==> src/rtl/alu_ctrl_pkg.sv <==
// Shared definitions for the ALU operation sequencer: opcodes, state encoding,
// opcode class decode and the per-state control strobe decode.
package alu_ctrl_pkg;

  localparam int unsigned OpcodeW = 5;

  localparam logic [OpcodeW-1:0] OP_ADD  = 5'b00011;
  localparam logic [OpcodeW-1:0] OP_SUB  = 5'b00100;
  localparam logic [OpcodeW-1:0] OP_AND  = 5'b00101;
  localparam logic [OpcodeW-1:0] OP_OR   = 5'b00110;
  localparam logic [OpcodeW-1:0] OP_SHR  = 5'b00111;
  localparam logic [OpcodeW-1:0] OP_SHRA = 5'b01000;
  localparam logic [OpcodeW-1:0] OP_SHL  = 5'b01001;
  localparam logic [OpcodeW-1:0] OP_ROR  = 5'b01010;
  localparam logic [OpcodeW-1:0] OP_ROL  = 5'b01011;
  localparam logic [OpcodeW-1:0] OP_MUL  = 5'b01111;
  localparam logic [OpcodeW-1:0] OP_DIV  = 5'b10000;
  localparam logic [OpcodeW-1:0] OP_NEG  = 5'b10001;
  localparam logic [OpcodeW-1:0] OP_NOT  = 5'b10010;

  typedef enum logic [2:0] {
    StIdle,
    StLoadY,
    StExec,
    StMdWait,
    StMdExec,
    StWrLo,
    StWrHi,
    StErr
  } state_e;

  typedef enum logic [1:0] {
    ClsIllegal,
    ClsBinary,
    ClsUnary,
    ClsMulDiv
  } op_class_e;

  typedef struct packed {
    logic busy;
    logic done;
    logic illegal;
    logic sel_en;
    logic grb;
    logic grc;
    logic gra;
    logic rout;
    logic rin;
    logic yin;
    logic zin;
    logic zlo;
    logic zhi;
    logic loin;
    logic hiin;
  } ctrl_t;

  function automatic op_class_e op_class(input logic [OpcodeW-1:0] op);
    op_class_e cls;
    case (op)
      OP_ADD, OP_SUB, OP_AND, OP_OR, OP_SHR,
      OP_SHRA, OP_SHL, OP_ROR, OP_ROL:        cls = ClsBinary;
      OP_MUL, OP_DIV:                         cls = ClsMulDiv;
      OP_NEG, OP_NOT:                         cls = ClsUnary;
      default:                                cls = ClsIllegal;
    endcase
    return cls;
  endfunction

  function automatic logic [31:0] op_sel_word(input logic [OpcodeW-1:0] op);
    return {op, 27'b0};
  endfunction

  // Moore strobes for a state; the class only matters where paths share a state.
  function automatic ctrl_t ctrl_decode(input state_e st, input op_class_e cls);
    ctrl_t c;
    c      = '0;
    c.busy = (st != StIdle);
    case (st)
      StLoadY: begin
        c.grb  = 1'b1;
        c.rout = 1'b1;
        c.yin  = 1'b1;
      end
      StExec: begin
        c.grb    = (cls == ClsUnary);
        c.grc    = (cls != ClsUnary);
        c.rout   = 1'b1;
        c.sel_en = 1'b1;
        c.zin    = 1'b1;
      end
      StMdWait: begin
        c.grc    = 1'b1;
        c.rout   = 1'b1;
        c.sel_en = 1'b1;
      end
      StMdExec: begin
        c.grc    = 1'b1;
        c.rout   = 1'b1;
        c.sel_en = 1'b1;
        c.zin    = 1'b1;
      end
      StWrLo: begin
        c.zlo = 1'b1;
        if (cls == ClsMulDiv) begin
          c.loin = 1'b1;
        end else begin
          c.gra  = 1'b1;
          c.rin  = 1'b1;
          c.done = 1'b1;
        end
      end
      StWrHi: begin
        c.zhi  = 1'b1;
        c.hiin = 1'b1;
        c.done = 1'b1;
      end
      StErr:   c.illegal = 1'b1;
      default: ;
    endcase
    return c;
  endfunction

endpackage

==> src/rtl/alu_op_sequencer.sv <==
// Multi-cycle control sequencer driving the ALU datapath strobes for one
// operation at a time; all strobes come straight from registers.
module alu_op_sequencer
  import alu_ctrl_pkg::*;
#(
  parameter int unsigned OPW         = 5,
  parameter int unsigned MULDIV_WAIT = 2
) (
  input  logic           clock,
  input  logic           clear,
  input  logic           start,
  input  logic [OPW-1:0] opcode,
  output logic           busy,
  output logic           done,
  output logic           illegal,
  output logic [31:0]    op_sel,
  output logic           Grb,
  output logic           Grc,
  output logic           Gra,
  output logic           Rout,
  output logic           Rin,
  output logic           Yin,
  output logic           Zin,
  output logic           Zlowout,
  output logic           Zhighout,
  output logic           LOin,
  output logic           HIin
);

  localparam logic [3:0] WaitInit = (MULDIV_WAIT == 0) ? 4'd0 : 4'(MULDIV_WAIT - 1);

  state_e           state_q, state_d;
  logic [OPW-1:0]   opcode_q, opcode_d;
  logic [3:0]       cnt_q, cnt_d;
  ctrl_t            ctrl_q, ctrl_d;
  logic [OpcodeW-1:0] opc_q5, opc_d5;
  op_class_e        cls_q, cls_d;

  assign opc_q5 = OpcodeW'(opcode_q);
  assign opc_d5 = OpcodeW'(opcode_d);
  assign cls_q  = op_class(opc_q5);
  assign cls_d  = op_class(opc_d5);

  always_comb begin
    state_d  = state_q;
    opcode_d = opcode_q;
    cnt_d    = cnt_q;
    case (state_q)
      StIdle: begin
        if (start) begin
          opcode_d = opcode;
          case (op_class(OpcodeW'(opcode)))
            ClsBinary, ClsMulDiv: state_d = StLoadY;
            ClsUnary:             state_d = StExec;
            default:              state_d = StErr;
          endcase
        end
      end
      StLoadY: begin
        if (cls_q != ClsMulDiv) begin
          state_d = StExec;
        end else if (MULDIV_WAIT == 0) begin
          state_d = StMdExec;
        end else begin
          state_d = StMdWait;
          cnt_d   = WaitInit;
        end
      end
      StExec:   state_d = StWrLo;
      StMdWait: begin
        if (cnt_q == 4'd0) begin
          state_d = StMdExec;
        end else begin
          cnt_d = cnt_q - 4'd1;
        end
      end
      StMdExec: state_d = StWrLo;
      StWrLo:   state_d = (cls_q == ClsMulDiv) ? StWrHi : StIdle;
      StWrHi:   state_d = StIdle;
      StErr:    state_d = StIdle;
      default:  state_d = StIdle;
    endcase
  end

  // Decoding from the next state keeps outputs registered yet Moore-timed.
  assign ctrl_d = ctrl_decode(state_d, cls_d);

  always_ff @(posedge clock or negedge clear) begin
    if (!clear) begin
      state_q  <= StIdle;
      opcode_q <= '0;
      cnt_q    <= '0;
      ctrl_q   <= '0;
    end else begin
      state_q  <= state_d;
      opcode_q <= opcode_d;
      cnt_q    <= cnt_d;
      ctrl_q   <= ctrl_d;
    end
  end

  assign busy     = ctrl_q.busy;
  assign done     = ctrl_q.done;
  assign illegal  = ctrl_q.illegal;
  assign op_sel   = ctrl_q.sel_en ? op_sel_word(opc_q5) : 32'd0;
  assign Grb      = ctrl_q.grb;
  assign Grc      = ctrl_q.grc;
  assign Gra      = ctrl_q.gra;
  assign Rout     = ctrl_q.rout;
  assign Rin      = ctrl_q.rin;
  assign Yin      = ctrl_q.yin;
  assign Zin      = ctrl_q.zin;
  assign Zlowout  = ctrl_q.zlo;
  assign Zhighout = ctrl_q.zhi;
  assign LOin     = ctrl_q.loin;
  assign HIin     = ctrl_q.hiin;

endmodule

==> config.mk <==
export PLATFORM = sky130hd
export DESIGN_NAME = alu_op_sequencer
export DESIGN_NICKNAME = d
export VERILOG_FILES = /design/src/rtl/alu_ctrl_pkg.sv /design/src/rtl/alu_op_sequencer.sv
export SDC_FILE = /design/constraint.sdc
export NUM_CORES = 1
export LEC_CHECK = 0
export CAP_MARGIN = 20
export CORE_UTILIZATION = 34
export CTS_CLUSTER_SIZE = 12
export DETAILED_ROUTE_END_ITERATION = 7
export PLACE_DENSITY = 0.69
export SYNTH_ARGS = -nofsm -noshare
export SYNTH_HDL_FRONTEND = slang
export SYNTH_SLANG_ARGS = --single-unit
==> constraint.sdc <==
create_clock -name clock -period 1.8 [get_ports clock]
set_input_delay 0.18 -clock clock [delete_from_list [all_inputs] [get_ports clock]]
set_output_delay 0.18 -clock clock [all_outputs]
set_load 0.005 [all_outputs]
==> results of run 1 <==
## through the flow
stage	instance area [sq um]	TNS, ps
global route	2186	-1102
global placement	1959	-2517
floorplan	1595	-412.1
CTS	2074	-603.6
finish	2186	-568.2
detailed placement	1959	-2891
## worst max-delay path, delay by kind of cell (launching register included)
| family | cells | cell delay, ps |
|---|---|---|
| buffers and inverters | 1 | 160 |
| flip-flops | 1 | 410 |
| AND/OR/NAND/NOR | 3 | 980 |
| AO/OA/AOI/OAI | 1 | 80 |
| multiplexers | 1 | 290 |
## power by group
group / switching (mW) / internal (mW) / total [mW]
combinational: 0.894 / 1.10 / 1.99
clock: 0.183 / 0.155 / 0.338
sequential: 0.146 / 0.789 / 0.936
total: 1.22 / 2.04 / 3.26
## final cells by class
class	count	area [sq um]	share of cell area (%)
inverters	10	40.04	1.832
clock buffers	3	41.29	1.889
multi-input cells	113	820.8	37.55
repair buffers	68	590.6	27.02
clock inverters	1	5.005	0.2290
flip-flops and latches	25	625.6	28.62
well taps	50	62.56	2.862
## how the worst min path moves through the flow
stage,from,endpoint,cells after the start
after floorplan,clear,Grb$_DFF_PN0_,0
after global placement,cnt_q[3]$_DFFE_PN0P_,cnt_q[3]$_DFFE_PN0P_,2
after detailed placement,cnt_q[3]$_DFFE_PN0P_,cnt_q[3]$_DFFE_PN0P_,2
after CTS,clear,Rout$_DFF_PN0_,2
after global routing,clear,Rout$_DFF_PN0_,2
final,clear,cnt_q[3]$_DFFE_PN0P_,2
## cells in the final DEF, fill, tap and decap left out, types with 2 or more instances in the layout
master           netlist  final
conb_1                 1     27
nand2b_1               5      5
mux2_2                 6      2
nor2_2                 0      3
and2_1                 6      6
o21ai_1                0      3
clkbuf_8               0      3
a21oi_1                3      3
mux2i_1                3      2
ha_1                   2      2
nand3_1                4      3
a21o_1                 2      2
xnor2_1                3      3
clkdlybuf4s50_1        0     26
o21ai_0                6      2
nor2b_1                3      2
nor3_1                 2      2
buf_6                  1      4
buf_4                 29     38
or4b_4                 0      2
inv_1                 10      6
mux2_4                 0      4
dfrtp_1               25     25
nand2_1               10     10
inv_2                  0      3
nor2_1                10      6
## routing by layer
layer	track usage [%]	vias up	share of wire (%)	wire, microns
met4	3.906	0	0.82	28
met2	25.37	39	51	1735
met1	18.46	594	44	1508
met3	2.500	5	4.0	136
met5	0	-	0	0
li1	-	588	-	-
## cells by family (layout without fill, tap and decap cells)
logic type	count (synthesis)	after routing	share of synthesized area, %
xor gates and xnor gates	4	4	2.353
muxes	9	9	6.554
AOI/OAI and AO/OA	19	19	8.908
and+or+nand+nor	52	52	20.34
adders and majority gates	2	2	1.680
other	1	27	0.2519
buffers and inverters	40	82	17.90
DFF	25	25	42.02
## repair_timing
item,in CTS,in global routing
hold buffers,0,0
buffers inserted,1,5
endpoints found under the setup margin,12,14
gates resized for setup,13,23
pin swaps,7,9
==> results.yml, run 1 <==
outcome:
  status: "finished with violations"
  violations: "setup timing"
critical_path:
  reg2reg_slack_ps: -190
  worst_setup_path_endpoint: "LOin$_DFF_PN0_"
  cp-end-kind: "register"
  cp.arrival_ps: 2210
  critPathRequiredTime_ps: 2010
  rr_worst_depth: 6
  worstSetupStartpoint: "state_q[2]$_DFF_PN0_"
  critical_path_class: "register to register"
  cp_cell_sequence: "nor4b_4 -> buf_6 -> mux2_4 -> or4b_4 -> o41ai_4 -> and2_1"
  crit_fanout: 5
  critPathMaxStageDelay_ps: 520
  crit_path_start_kind: "register"
  critical_path.slowest_cell: "or4b_4"
  worstReg2RegEnd: "LOin$_DFF_PN0_"
  r2r-start: "state_q[2]$_DFF_PN0_"
cells_and_area:
  final_nets: 231
  area_growth_pct: 46.81
  final_util_pct: 53.12
  stdcell_count: 270
  largest_register_ffs: 5
  fillers: 381
  drive_gt1_share_pct: 34.09
  diodes: 0
synth:
  synthArstFlopShare_pct: 100.0
  synth_top_flop_cell: "dfrtp_1"
  ys_ff_latch: 25
  yosysWarnings: 0
  synth_area_leaders: "dfrtp_1 42%, buf_4 15%, mux2_2 4.5%"
  yosysMostFrequentCell: "buf_4"
  yosysSeqAreaShare_pct: 42.02
  ys_types: 37
  synth_top_area_share_pct: 42.02
  syn_avg_cell_area_sq_um: 9.796
  synthCells: 152
  synth_area_leader_cell: "dfrtp_1"
  synth_edf_count: 0
  synthTopCellsByCount: "29 x buf_4, 25 x dfrtp_1, 10 x inv_1, 10 x nand2_1, 10 x nor2_1"
  synthesis.area_sq_mm: 0.001489
drt:
  dr.pass1.iters: 4
  vias_per_cell: 4.541
  ant_nets: 0
  drt_iter0_drc: 70
  routedWlPerCell_microns: 12.63
  vias: 1226
  drt_wl_total_mm: 3.409
  drc: 0
sta:
  slew_viol_final: 0
  hold_viol_final: 0
  holdWs_ps: 268.5
  setup_viol: 5
  period_share_pct: 110.7
  grt_setup_unrepaired: "yes"
  fin_skew_ps: 1.349
  fmax_mhz: 502.1
  layout_min_cycle_time_ps: 1992
  worst_slack_ps: -191.8
floorplan:
  die_area_sq_mm: 0.004648
  fp.coreArea_sq_mm: 0.004115
  fp.dieW_microns: 68.18
  initial_core_util_pct: 36.18
  rows: 23
  dieHeight_microns: 68.18
  io_pins: 54
grt:
  grt_pass1_wl_mm: 5.043
  grt_max_degree: 26
  grt_remaining_overflow: 0
  grtUsageTotal_pct: 14.61
  first_global_vias: 1092
  antenna_found_initial: 0
placed_design:
  dp_hpwl_mm: 2.465
  io_buffers: 26
  gp_congestion: 0.8770
  dp.cells: 260
  dp_worst_setup_slack_ps: -443.6
pwr:
  p_leak_nw: 1.078
  total_power_mw: 3.263
  power_density_mw_per_mm2: 1493
  max-vdd-ir-drop_v: 0.0004871
clock_network:
  cts_root_buffer: "clkbuf_8"
  clk_latency_ps: 270
  h-tree-depth: 1
  cts_buffer_depth: 2
  cts_tree: "yes"
  cts.clk_slew.worst_paths_ps: 90
  clock_sinks: 25
  numCtsBuffers: 3
min_path:
  hold_path_class: "primary input to asynchronous set/reset pin"
job:
  maxCapViolCount: 0
Power figures use the tool's default switching activity.
==> inputs of run 2 (changes only) <==
--- a/config.mk
+++ b/config.mk
@@ -9,7 +9,8 @@
 export CORE_UTILIZATION = 34
 export CTS_CLUSTER_SIZE = 12
 export DETAILED_ROUTE_END_ITERATION = 7
-export PLACE_DENSITY = 0.69
+export DONT_BUFFER_PORTS = 1
+export PLACE_DENSITY = 0.53
 export SYNTH_ARGS = -nofsm -noshare
 export SYNTH_HDL_FRONTEND = slang
 export SYNTH_SLANG_ARGS = --single-unit
==> run 2 against run 1 <==
Net effect: the run still ends with setup timing left; maximum frequency down 0.41%; worst hold slack worse by 210 ps; register-to-register slack about the same; largest cell class unchanged; combinational power is 15% lower.
==> results.yml, run 2 (synthesized netlist as in run 1, its figures left out) <==
sta:
  period_share_pct: 111.1
  layout_min_cycle_time_ps: 2000
  grt_setup_unrepaired: "yes"
  slew_viol_final: 0
  hold_viol_final: 0
  fin_skew_ps: 2.395
  worst_slack_ps: -200.0
  maxSlewHeadroom_pct: 57.65
  tightest_slew_ps: 629.9
  fmax_mhz: 500.0
  setup_viol: 9
critical_path:
  crit_fanout: 7
  cp-end-kind: "register"
  r2r-start: "state_q[1]$_DFF_PN0_"
  worstReg2RegEnd: "LOin$_DFF_PN0_"
  crit_path_start_kind: "register"
  reg2reg_slack_ps: -200
  critical_path_class: "register to register"
  cp.arrival_ps: 2210
  critPathRequiredTime_ps: 2010
  rr_worst_depth: 6
grt:
  grtUsageTotal_pct: 13.91
  grt_pass1_wl_mm: 4.754
  grt_max_degree: 26
  first_global_vias: 1000
  grt_remaining_overflow: 0
  antenna_found_initial: 0
floorplan:
  dieHeight_microns: 68.18
  io_pins: 54
  die_area_sq_mm: 0.004648
  fp.coreArea_sq_mm: 0.004115
  initial_core_util_pct: 36.18
  rows: 23
  fp.dieW_microns: 68.18
placed_design:
  dp_worst_setup_slack_ps: -319.8
  gp_congestion: 0.9316
  dp_hpwl_mm: 2.280
  io_buffers: 0
  placed_cell_area_sq_mm: 0.001624
drt:
  dr.pass1.iters: 4
  ant_nets: 0
  routedWlPerCell_microns: 13.37
  vias: 1116
  drc: 0
  drt_wl_total_mm: 3.209
  vias_per_cell: 4.650
  drt_iter0_drc: 66
pwr:
  p_leak_nw: 0.9659
  max-vdd-ir-drop_v: 0.0003730
  power_density_mw_per_mm2: 1568
  total_power_mw: 2.978
min_path:
  min_to: "opc_q5[2]$_DFF_PN0_"
  worstHoldPathCells: 1
  worstHoldStart: "opcode[2]"
  hold_path_class: "primary input to register"
cells_and_area:
  final_cell_mix: "31 x buf_4, 27 x conb_1, 25 x dfrtp_1, 10 x nand2_1, 8 x nor2_1"
  area_growth_pct: 27.56
  final_nets: 201
  fillers: 377
  final_common_cell: "buf_4"
  largest_register_ffs: 5
  post-route-cell-area_sq_mm: 0.001899
  diodes: 0
  drive_gt1_share_pct: 36.32
outcome:
  status: "finished with violations"
  violations: "setup timing"
clock_network:
  cts_buffer_depth: 2
  cts_root_buffer: "clkbuf_8"
  cts.clk_slew.worst_paths_ps: 80
  numCtsBuffers: 3
  clk_latency_ps: 270
  cts_tree: "yes"
  h-tree-depth: 1
  clock_sinks: 25
job:
  maxCapViolCount: 0
-- run 2: cell types whose count changed in the layout (fill, tap and decap cells not counted), moves of 2 or more --
cell / change
clkdlybuf4s50_1: -26
nor2_1: +2
nor2_2: -2
mux2i_2: +2
buf_4: -7
-- run 2: worst max-delay path by stage --
stage / from / endpoint / slack [ps] / cells after the start
finish: state_q[1]$_DFF_PN0_ / LOin$_DFF_PN0_ / -200 / 6
global route: state_q[1]$_DFF_PN0_ / done$_DFF_PN0_ / -270 / 7
CTS: state_q[1]$_DFF_PN0_ / LOin$_DFF_PN0_ / -200 / 6
detailed placement: cnt_q[0]$_DFFE_PN0P_ / busy$_DFF_PN0_ / -320 / 8
global placement: cnt_q[0]$_DFFE_PN0P_ / busy$_DFF_PN0_ / -230 / 8
floorplan: state_q[2]$_DFF_PN0_ / LOin$_DFF_PN0_ / -150 / 5
-- run 2: cell type report --
class                   instances  area, sq um  share of cell area [%]
flip-flops and latches         25        625.6                   32.94
clock buffers                   3        41.29                   2.174
well taps                      50        62.56                   3.294
inverters                      10        37.54                   1.976
multi-input cells             113        808.3                   42.56
clock inverters                 1        5.005                  0.2635
repair buffers                 38        319.1                   16.80
-- run 2: worst max-delay path, stage by stage, from the launching register on --
cell     delay (ps)
dfrtp_1         410
nor4b_4         300
buf_6           160
mux2_4          290
or4b_4          520
o41ai_4          70
and2_1          170
-- run 2: report_power, final --
group          switching, mW  internal, mW  leakage, nW
Sequential             0.158         0.790        0.317
Clock                  0.170         0.155       0.0255
Combinational          0.815         0.890        0.623
-- run 2: through the flow --
stage / utilization [%] / cells / hold slack, ps / TNS (ps)
floorplan: - / 178 / -115.6 / -412.1
global placement: 39.46 / 224 / -114.9 / -1394
detailed placement: 39.46 / 224 / -115.0 / -1807
CTS: 43.57 / 234 / 63.76 / -1186
global route: 46.15 / 240 / 58.66 / -1794
finish: 46.15 / 240 / 58.99 / -901.4
-- run 2: metal layers --
metal	global-route usage [%]	share of wire, %	wire, microns
met2	23.53	49	1561
met3	3.000	6.5	209
met1	17.29	44	1398
met5	0	0	0
met4	4.688	1.2	40
-- run 2: timing repair --
item / 4_1_cts / 5_1_grt
setup endpoints to repair: 10 / 12
hold buffers: 2 / 0
cloned: 0 / 0
buffers inserted: 4 / 7
pin swaps: 9 / 7
hold endpoints to repair: 25 / 0
gates resized for setup: 17 / 17
==> inputs of run 3 (changes only) <==
--- a/config.mk
+++ b/config.mk
@@ -5,12 +5,13 @@
 export SDC_FILE = /design/constraint.sdc
 export NUM_CORES = 1
 export LEC_CHECK = 0
-export CAP_MARGIN = 20
-export CORE_UTILIZATION = 34
+export CAP_MARGIN = 0
+export CORE_UTILIZATION = 30
 export CTS_CLUSTER_SIZE = 12
 export DETAILED_ROUTE_END_ITERATION = 7
 export DONT_BUFFER_PORTS = 1
-export PLACE_DENSITY = 0.53
+export PLACE_DENSITY = 0.48
 export SYNTH_ARGS = -nofsm -noshare
 export SYNTH_HDL_FRONTEND = slang
 export SYNTH_SLANG_ARGS = --single-unit
+export TNS_END_PERCENT = 20
==> run 3 against run 2 <==
Net effect: the run still ends with setup timing left; wire length down 1.7%; global-route usage is 1.5 points lower; count of clock-buffer cells in the layout is 1 higher; die area rose by 13%; cell area decreased by 4.0%; clock skew shrank 1.2 ps; sequential cell count unchanged; register-to-register slack about the same; critical path type unchanged; critical endpoint unchanged; highest routed layer unchanged.
==> results.yml, run 3 (synthesized netlist as in run 1, its figures left out) <==
outcome:
  status: "finished with violations"
  violations: "setup timing"
pwr:
  power_density_mw_per_mm2: 1547
  max-vdd-ir-drop_v: 0.0004573
  p_leak_nw: 0.9342
  total_power_mw: 2.821
critical_path:
  crit_fanout: 5
  critPathMaxStageDelay_ps: 530
  critPathRequiredTime_ps: 2010
  critical_path_class: "register to register"
  cp_cell_sequence: "nor4b_4 -> buf_4 -> mux2_4 -> or4b_4 -> o41ai_4 -> and2_1"
  crit_path_start_kind: "register"
  cp-end-kind: "register"
  cp.arrival_ps: 2210
  critical_path.slowest_cell: "or4b_4"
clock_network:
  cts_root_buffer: "clkbuf_8"
  clk_latency_ps: 270
  cts_buffer_depth: 2
  numCtsBuffers: 3
  clock_sinks: 25
  cts.clk_slew.worst_paths_ps: 80
  cts_tree: "yes"
  h-tree-depth: 1
sta:
  layout_min_cycle_time_ps: 2002
  fin_skew_ps: 1.193
  period_share_pct: 111.2
  grt_setup_unrepaired: "yes"
  fmax_mhz: 499.6
  slew_viol_final: 0
  setup_viol: 9
  tightest_slew_ps: 553.2
  fin_setup_tns_ps: -972.4
  worst_slack_ps: -201.5
  hold_viol_final: 0
  maxSlewHeadroom_pct: 62.80
floorplan:
  rows: 25
  fp.coreArea_sq_mm: 0.004755
  fp.dieW_microns: 72.45
  initial_core_util_pct: 31.32
  io_pins: 54
  dieHeight_microns: 72.45
  die_area_sq_mm: 0.005249
drt:
  drt_wl_total_mm: 3.153
  routedWlPerCell_microns: 12.51
  vias_per_cell: 4.310
  dr.pass1.iters: 4
  drt_iter0_drc: 42
  drc: 0
  ant_nets: 0
  vias: 1086
cells_and_area:
  drive_gt1_share_pct: 29.73
  final_nets: 196
  largest_register_ffs: 5
  multi_input_area_sq_um: 768.2
  final_common_cell: "buf_4"
  fillers: 491
  final_cell_mix: "31 x buf_4, 27 x conb_1, 25 x dfrtp_1"
  diodes: 0
  seq_area_sq_um: 625.6
  area_growth_pct: 22.44
grt:
  grtUsageTotal_pct: 12.40
  antenna_found_initial: 0
  grt_max_degree: 26
  grt_pass1_wl_mm: 4.830
  first_global_vias: 1005
  grt_remaining_overflow: 0
job:
  maxCapViolCount: 0
min_path:
  hold_path_class: "primary input to register"
placed_design:
  io_buffers: 0
  dp_worst_setup_slack_ps: -209.5
  gp_congestion: 0.9240
  dp_hpwl_mm: 2.444
-- run 3: worst max-delay path: cells and delay by family, from the launching register on --
family          cells  cell delay [ps]
simple gates        3              980
flops               1              420
mux                 1              290
buf+inv             1              180
compound gates      1               80
-- run 3: timing repair --
item,4_1_cts,5_1_grt
resized for setup,9,9
hold endpoints to repair,25,0
hold buffers,2,0
pin swaps,0,6
gates cloned,0,0
setup endpoints to repair,10,15
setup buffers,2,1
-- run 3: final timing paths --
kind,to,depth (start not counted),start,slack (ps)
min in group asynchronous,cnt_q[3]$_DFFE_PN0P_,2,clear,340
max reg2reg,LOin$_DFF_PN0_,6,state_q[1]$_DFF_PN0_,-200
max in group asynchronous,state_q[1]$_DFF_PN0_,2,clear,1320
max,LOin$_DFF_PN0_,6,state_q[1]$_DFF_PN0_,-200
min,opc_q5[2]$_DFF_PN0_,1,opcode[2],60
min reg2reg,cnt_q[3]$_DFFE_PN0P_,3,cnt_q[0]$_DFFE_PN0P_,610
-- run 3: layer usage --
layer	global-route usage, %	routed length (microns)	up-vias
met5	0	0	-
met4	7.407	68	0
met3	2.083	130	4
met2	19.31	1464	36
met1	16.11	1488	523
li1	-	-	523
-- run 3: cell type report --
class / instances / area share [%]
clock buffers: 4 / 2.471
flip-flops and latches: 25 / 34.32
inverters: 10 / 2.059
repair buffers: 33 / 14.41
well taps: 67 / 4.598
multi-input cells: 113 / 42.14
-- run 3: power by group --
part           internal [mW]  switching [mW]  total (mW)  leakage, nW
clock network          0.158           0.170       0.328       0.0228
registers              0.790           0.163       0.954        0.317
logic                  0.801           0.738        1.54        0.594
-- run 3: metrics by stage --
step                instances  utilization [%]  cell area [sq um]  hold WS [ps]
floorplan                 178                -               1590        -115.6
global placement          243            34.82               1655        -115.0
detailed placement        243            34.82               1655        -114.9
CTS                       251            37.45               1780         51.89
global route              252            38.34               1823         56.30
finish                    252            38.34               1823         57.60
